--- src/rtl/serial_sub_pkg.sv ---
// Shared types for the bit-serial subtractor.
package serial_sub_pkg;

  typedef enum logic [1:0] {IDLE, SHIFT, DONE} sub_state_t;

endpackage

--- src/rtl/full_sub_cell.sv ---
// One-bit combinational full subtractor: d = x - y - bi, borrow out on bo.
module full_sub_cell (
  input  logic x,
  input  logic y,
  input  logic bi,
  output logic d,
  output logic bo
);

  assign d  = x ^ y ^ bi;
  assign bo = (~x & y) | (~x & bi) | (y & bi);

endmodule

--- src/rtl/serial_subtractor.sv ---
// Bit-serial WIDTH-bit subtractor (diff = a - b - bin), LSB first, one bit per clock.
// Optional signed-overflow flag enabled by defining SERIAL_SUB_OVF_EN.
module serial_subtractor
  import serial_sub_pkg::*;
#(
  parameter int WIDTH = 8
) (
  input  logic             clk,
  input  logic             rst,
  input  logic             start,
  input  logic [WIDTH-1:0] a,
  input  logic [WIDTH-1:0] b,
  input  logic             bin,
  output logic             busy,
  output logic             done,
  output logic [WIDTH-1:0] diff,
  output logic             bout
`ifdef SERIAL_SUB_OVF_EN
  ,
  output logic             ovf
`endif
);

  localparam int CNT_W = $clog2(WIDTH);
  localparam logic [CNT_W-1:0] LAST = CNT_W'(WIDTH - 1);

  sub_state_t       state;
  logic [WIDTH-1:0] a_sr;
  logic [WIDTH-1:0] b_sr;
  logic             brw;
  logic [CNT_W-1:0] cnt;
  logic             d;
  logic             bo;

  full_sub_cell u_cell (
    .x  (a_sr[0]),
    .y  (b_sr[0]),
    .bi (brw),
    .d  (d),
    .bo (bo)
  );

  // The borrow flop doubles as the registered borrow-out.
  assign bout = brw;

  always_ff @(posedge clk or posedge rst) begin
    if (rst) begin
      state <= IDLE;
      busy  <= 1'b0;
      done  <= 1'b0;
      diff  <= '0;
      a_sr  <= '0;
      b_sr  <= '0;
      brw   <= 1'b0;
      cnt   <= '0;
`ifdef SERIAL_SUB_OVF_EN
      ovf   <= 1'b0;
`endif
    end else begin
      case (state)
        IDLE: begin
          done <= 1'b0;
          if (start) begin
            a_sr  <= a;
            b_sr  <= b;
            brw   <= bin;
            cnt   <= '0;
            busy  <= 1'b1;
            state <= SHIFT;
`ifdef SERIAL_SUB_OVF_EN
            ovf   <= 1'b0;
`endif
          end
        end
        SHIFT: begin
          diff <= {d, diff[WIDTH-1:1]};
          brw  <= bo;
          a_sr <= a_sr >> 1;
          b_sr <= b_sr >> 1;
          cnt  <= cnt + 1'b1;
          if (cnt == LAST) begin
            busy  <= 1'b0;
            done  <= 1'b1;
            state <= DONE;
`ifdef SERIAL_SUB_OVF_EN
            // Sign bits of a and b differ and the result sign differs from a.
            ovf   <= (a_sr[0] ^ b_sr[0]) & (a_sr[0] ^ d);
`endif
          end
        end
        DONE: begin
          done  <= 1'b0;
          state <= IDLE;
        end
        default: begin
          busy  <= 1'b0;
          done  <= 1'b0;
          state <= IDLE;
        end
      endcase
    end
  end

endmodule

--- config.mk ---
export PLATFORM = sky130hd
export DESIGN_NAME = serial_subtractor
export DESIGN_NICKNAME = d
export VERILOG_FILES = /design/src/rtl/serial_sub_pkg.sv /design/src/rtl/full_sub_cell.sv /design/src/rtl/serial_subtractor.sv
export SDC_FILE = /design/constraint.sdc
export NUM_CORES = 1
export LEC_CHECK = 0
export ABC_CLOCK_PERIOD_IN_PS = 4000
export CORE_ASPECT_RATIO = 1.1
export CORE_MARGIN = 2
export CORE_UTILIZATION = 50
export CTS_CLUSTER_DIAMETER = 30
export DETAILED_ROUTE_END_ITERATION = 16
export PLACE_DENSITY = 0.78
export SETUP_SLACK_MARGIN = 0.2
export SYNTH_ARGS = -nofsm -noshare
export SYNTH_HDL_FRONTEND = slang
export SYNTH_SLANG_ARGS = --single-unit
--- constraint.sdc ---
create_clock -name clk -period 4 [get_ports clk]
set_clock_uncertainty 0.15 [all_clocks]
set_input_delay 1 -clock clk [delete_from_list [all_inputs] [get_ports clk]]
set_output_delay 1 -clock clk [all_outputs]
set_load 0.01 [all_outputs]
### Word-level counts from Yosys, hierarchy flattened

Cells that the tools add are included.

* $add $sub $neg: 1
* multiply operators: 0
* div/mod/pow operators: 0
* $lt $le $gt $ge: 0
* equality and inequality tests: 5
* shift operators: 0
* muxes and demuxes: 16
* bitwise operators: 9
* reductions and logical operators: 5

Operator list (count)
* case mux 8 bit (2 select lines): 2
* 2-to-1 mux 8 bit: 2
* case mux 3 bit (2 select lines): 1
* 2-to-1 mux 1 bit: 5
* 2-to-1 mux 2 bit: 2
* != test 2 bit (second input constant): 2
* case mux 2 bit (2 select lines): 1
* AND reduction 2 bit: 2
* adder 3 x 1 -> 3 bit (second input constant): 1
* bitwise AND 1 bit: 3
* equality test 3 bit (second input constant): 1
* 2-to-1 mux 3 bit: 1
* case mux 1 bit (3 select lines): 1
* AND reduction 3 bit: 1
* equality test 2 x 1 -> 1 bit (second input constant): 1
* equality test 2 bit (second input constant): 1
* logical NOT 2 bit: 1
* inverter 1 bit: 2
* bitwise OR 1 bit: 2
* case mux 1 bit (2 select lines): 1
* nonzero test 2 bit: 1
* XOR 1 bit: 2

* register bits after elaboration: 32
* bits in latches: 0
* memory bits (writable): 0
* memory bits (read-only): 0
* input bits: 20
* output and inout port bits: 11
* logic and storage cells: 44
* memories: 0

### Depth between registers and ports, before layout

* depth in word-level cells: 5
* depth in mapped cells: 5
* mapped depth without buffers: 5

### By module

Synthesis repeated with hierarchy kept, for this count alone.

* cell total of the unflattened synthesis: 130
* area total of the unflattened synthesis: 1450.1 µm²

Modules (own cells, without submodules)
* serial_subtractor: times used 1, cells each 127, area an instance 1422.6 µm², seq. area each 800.8 µm²
* full_sub_cell: times used 1, cells each 3, area an instance 27.5 µm², seq. area each 0.0 µm²

### Least setup slack after synthesis

No wires, ideal clock.

* path type: input to register
* start point: input port start
* end point: register cnt[1]
* library setup time: 0.121 ns
* data arrival time: 1.598 ns
* data required time: 3.729 ns
* path slack: 2.131 ns
* stages on the path: 4
* buffers on the path: 1
* cell sequence: nor2_2 -> or2_0 -> buf_6 -> a22o_1

* word-level cells in the longest chain between the ends: 2

Ends and longest elaborated chain
* start, declared: line serial_subtractor.sv:10 `input logic start,`
* != test 2 bit (no line)
* AND reduction 2 bit (no line)
* end signal, assigned: line serial_subtractor.sv:80 `cnt <= cnt + 1'b1;`
* end, declared: line serial_subtractor.sv:31 `logic [CNT_W-1:0] cnt;`

Every way passes these cells.
A chain may end at the register's enable or synchronous reset.

### Worst setup path after layout

* start point: input port start
* end point: register a_sr[0]

* word-level cells in the longest chain between the ends: 2

Ends and longest elaborated chain
* != test 2 bit (no line)
* AND reduction 2 bit (no line)
* end signal, assigned: line serial_subtractor.sv:78 `a_sr <= a_sr >> 1;`
* end, declared: line serial_subtractor.sv:28 `logic [WIDTH-1:0] a_sr;`

Every way passes these cells.

==> results.rst <==
.. list-table::
   :header-rows: 1

   * - Metric
     - Value
   * - Clock root buffer
     - sky130_fd_sc_hd__clkbuf_4
   * - Run status
     - completed
   * - Mean instance size in the synthesized netlist
     - 10.4 µm²
   * - Count of final max-slew check failures
     - 0
   * - Layout Area Growth over Synthesis
     - 24.5%
   * - Total global routing overflow
     - 0
   * - Most common cell after layout, fill and taps aside
     - sky130_fd_sc_hd__dfrtp_1
   * - Worst setup EP type
     - flop
   * - Share of total power in the clock network
     - 15.1%
   * - Cell-internal power
     - 0.857 mW
   * - Number of rows in the core area
     - 20
   * - Path type of the worst setup path
     - primary input to flop
   * - Hold Buf Count CTS
     - 0
   * - Worst IR Drop VDD
     - 0.429 mV
   * - Via count of the first global-routing pass
     - 1198
   * - Category of the worst setup path launch point
     - primary input
   * - Clk Latency, worst-skew pair
     - 330 ps
   * - Post_cts resized
     - 0
   * - Number of post-CTS setup repair buffers
     - 0
   * - Per-cell routed wire length
     - 15.3 µm
   * - Num CTS Buffers
     - 5
   * - Max FO, Critical Path
     - 18
   * - Relative contribution of combinational cells to total power
     - 42.0%
   * - Total global routing track utilization
     - 20.2%
   * - Max capacitance violation total
     - 0
   * - First-pass DRT Iterations
     - 4
   * - Number of antenna violations at the first check in global routing
     - 0
   * - Synthesized netlist net count
     - 167
   * - DRC violation total after the first TritonRoute iteration
     - 29
   * - Number of distinct library cell variants in the gate-level netlist after synthesis
     - 24
   * - Max Fclk
     - 0.362 GHz
   * - PwrDens
     - 733 mW/mm²
   * - Switching power share of the total
     - 37.5%
   * - Combined area of all synthesized cells
     - 0.00150 mm²
   * - Post-place setup slack
     - 936 ps
   * - Top-Level Pins
     - 31
   * - Tightest slew margin relative to the limit
     - 47.5%
   * - Starting utilization of the core area
     - 53.6%
   * - Unrepaired setup endpoints after global routing
     - false
   * - Post-detail-place hpwl
     - 2.24 mm
   * - Synthesis warning total
     - 0
   * - Maximum number of pins on one net before global-route repair
     - 33
   * - Worst endpoint required time
     - 4040 ps
   * - Power dissipated by switching net loads
     - 0.514 mW
   * - Total of fill cells in the finished design
     - 242
   * - Commonest non-fill, non-tap cells in the layout
     - sky130_fd_sc_hd__dfrtp_1 (32), sky130_fd_sc_hd__clkdlybuf4s50_1 (30), sky130_fd_sc_hd__nand2_1 (26), sky130_fd_sc_hd__nor2b_1 (9)
   * - Slew at the pin closest to its max-slew limit
     - 787 ps
   * - Global-route wire length before repair
     - 5.24 mm
   * - Number of endpoints failing setup at the final stage
     - 0
   * - Placeable core region
     - 0.00280 mm²
   * - Sink count of the clock tree
     - 32
   * - Vias per inst
     - 5.84
   * - Die Height
     - 61.5 µm
   * - Tot Pwr
     - 1.37 mW
   * - Number of nets still failing antenna checks after routing
     - 0
   * - H-tree levels
     - 2
   * - Clk pin slew, worst setup/hold paths
     - 90 ps
   * - Clock tree from TritonCTS
     - done
   * - Tmin final
     - 2760 ps
   * - Worst setup margin
     - 1240 ps
   * - Number of synthesized register bits
     - 32
   * - Setup Total Neg Slack
     - 0 ps
   * - N_diodes
     - 0
   * - Floorplan die area
     - 0.00346 mm²
   * - Number of standard cells after synthesis
     - 144
   * - Vias
     - 1208
   * - Wirelength, routed
     - 3.16 mm
   * - Sequential fraction of the synthesis area
     - 53.3%
   * - Worst reg-to-reg setup slack
     - 1920 ps
   * - RePlAce Congestion
     - 0.795
   * - Final Cycle Share
     - 69.0%
   * - Power share of the sequential group
     - 42.9%
   * - Data arrival at the endpoint of the critical path
     - 2800 ps
   * - Total DRC errors in the routed layout
     - 0
   * - Nets
     - 197
   * - Deepest clock path buffer count
     - 2
   * - Final Hold Violating Endpoints
     - 0
   * - Hold Path Class
     - flop to flop
   * - Leak Pwr
     - 0.834 nW
   * - Fraction of final layout cells with drive strength greater than 1
     - 10.3%
   * - Width of the die
     - 56.3 µm
   * - Port Buffers
     - 30
[cell usage after synthesis]
master                     number  area, µm²
sky130_fd_sc_hd__nor3_1         6       30.0
sky130_fd_sc_hd__o221a_2        2       22.5
sky130_fd_sc_hd__or2_0          1       6.26
sky130_fd_sc_hd__nor3b_1        5       37.5
sky130_fd_sc_hd__a21oi_1        8       40.0
sky130_fd_sc_hd__nand2_1       26       97.6
sky130_fd_sc_hd__o22a_1         5       43.8
sky130_fd_sc_hd__nand3b_1       2       15.0
sky130_fd_sc_hd__a22oi_1        2       15.0
sky130_fd_sc_hd__fa_1           1       20.0
sky130_fd_sc_hd__a221oi_2       6       90.1
sky130_fd_sc_hd__and2_1         1       6.26
sky130_fd_sc_hd__inv_1          8       30.0
sky130_fd_sc_hd__dfrtp_1       32        801
sky130_fd_sc_hd__nor2b_1        9       56.3
sky130_fd_sc_hd__ha_1           2       25.0
sky130_fd_sc_hd__a22o_1         3       26.3
sky130_fd_sc_hd__nor4bb_1       2       20.0
sky130_fd_sc_hd__nor2_2         2       12.5
sky130_fd_sc_hd__buf_2          7       35.0
sky130_fd_sc_hd__buf_6          1       11.3
sky130_fd_sc_hd__nor2_1         4       15.0
sky130_fd_sc_hd__o21ai_0        8       40.0
sky130_fd_sc_hd__nand2b_1       1       6.26
[routing by layer]
metal  GRT usage [%]  share of wire (%)
met3            4.62                5.8
met2            37.0                 51
met4            11.9                2.7
met5               0                  0
met1            22.1                 41
[cell families after synthesis]
logic type	after synthesis	share of synthesized area (%)
fa+ha+maj	3	3.00
simple gates	59	20.1
buf+inv	16	5.08
compound gates	34	18.5
flops	32	53.3
[power by group through the flow]
| stage | clock (mW) | combinational (mW) | sequential (mW) |
|---|---|---|---|
| after floorplan | 0 | 0.400 | 0.569 |
| after global placement | 0 | 0.551 | 0.589 |
| after detailed placement | 0 | 0.582 | 0.597 |
| after CTS | 0.209 | 0.583 | 0.590 |
| after global routing | 0.220 | 0.637 | 0.608 |
| final | 0.206 | 0.576 | 0.589 |
[layout make-up]
| cell class | instances | area [µm²] | area share (%) |
|---|---|---|---|
| Tap cell | 33 | 41.3 | 2.21 |
| Timing Repair Buffer | 31 | 308 | 16.5 |
| Clock buffer | 7 | 65.1 | 3.48 |
| Inverter | 8 | 30.0 | 1.61 |
| Multi-Input combinational cell | 96 | 626 | 33.4 |
| Sequential cell | 32 | 801 | 42.8 |
[final timing paths]
check,start,endpoint,cells after the start
min in group asynchronous,rst,diff[0],3
worst max register to register,state[0],a_sr[0],3
worst min register to register,diff[0],diff[0],2
worst max-delay path,start,a_sr[0],4
max in group asynchronous,rst,diff[5],3
worst min-delay path,diff[0],diff[0],2
[registers in the layout, indices dropped and copies added, names as in the netlist]
| signal | flops |
|---|---|
| bout | 1 |
| cnt | 3 |
| a_sr | 8 |
| done | 1 |
| diff | 8 |
| state | 2 |
| busy | 1 |
| b_sr | 8 |
[per-stage QoR]
step	area, µm²	util [%]	hold slack [ps]	std cells
4_1_cts	1870	66.7	346	207
3_5_place_dp	1810	64.4	325	200
2_1_floorplan	1500	-	306	144
3_3_place_gp	1810	64.4	314	200
5_1_grt	1870	66.7	383	207
6_report	1870	66.7	343	207
[worst max-delay path, stage by stage]
cell	delay [ps]
sky130_fd_sc_hd__clkdlybuf4s50_1	680
sky130_fd_sc_hd__nor2_2	360
sky130_fd_sc_hd__or2_0	590
sky130_fd_sc_hd__a221oi_2	170
No activity file was read; power rests on OpenSTA's default activity.
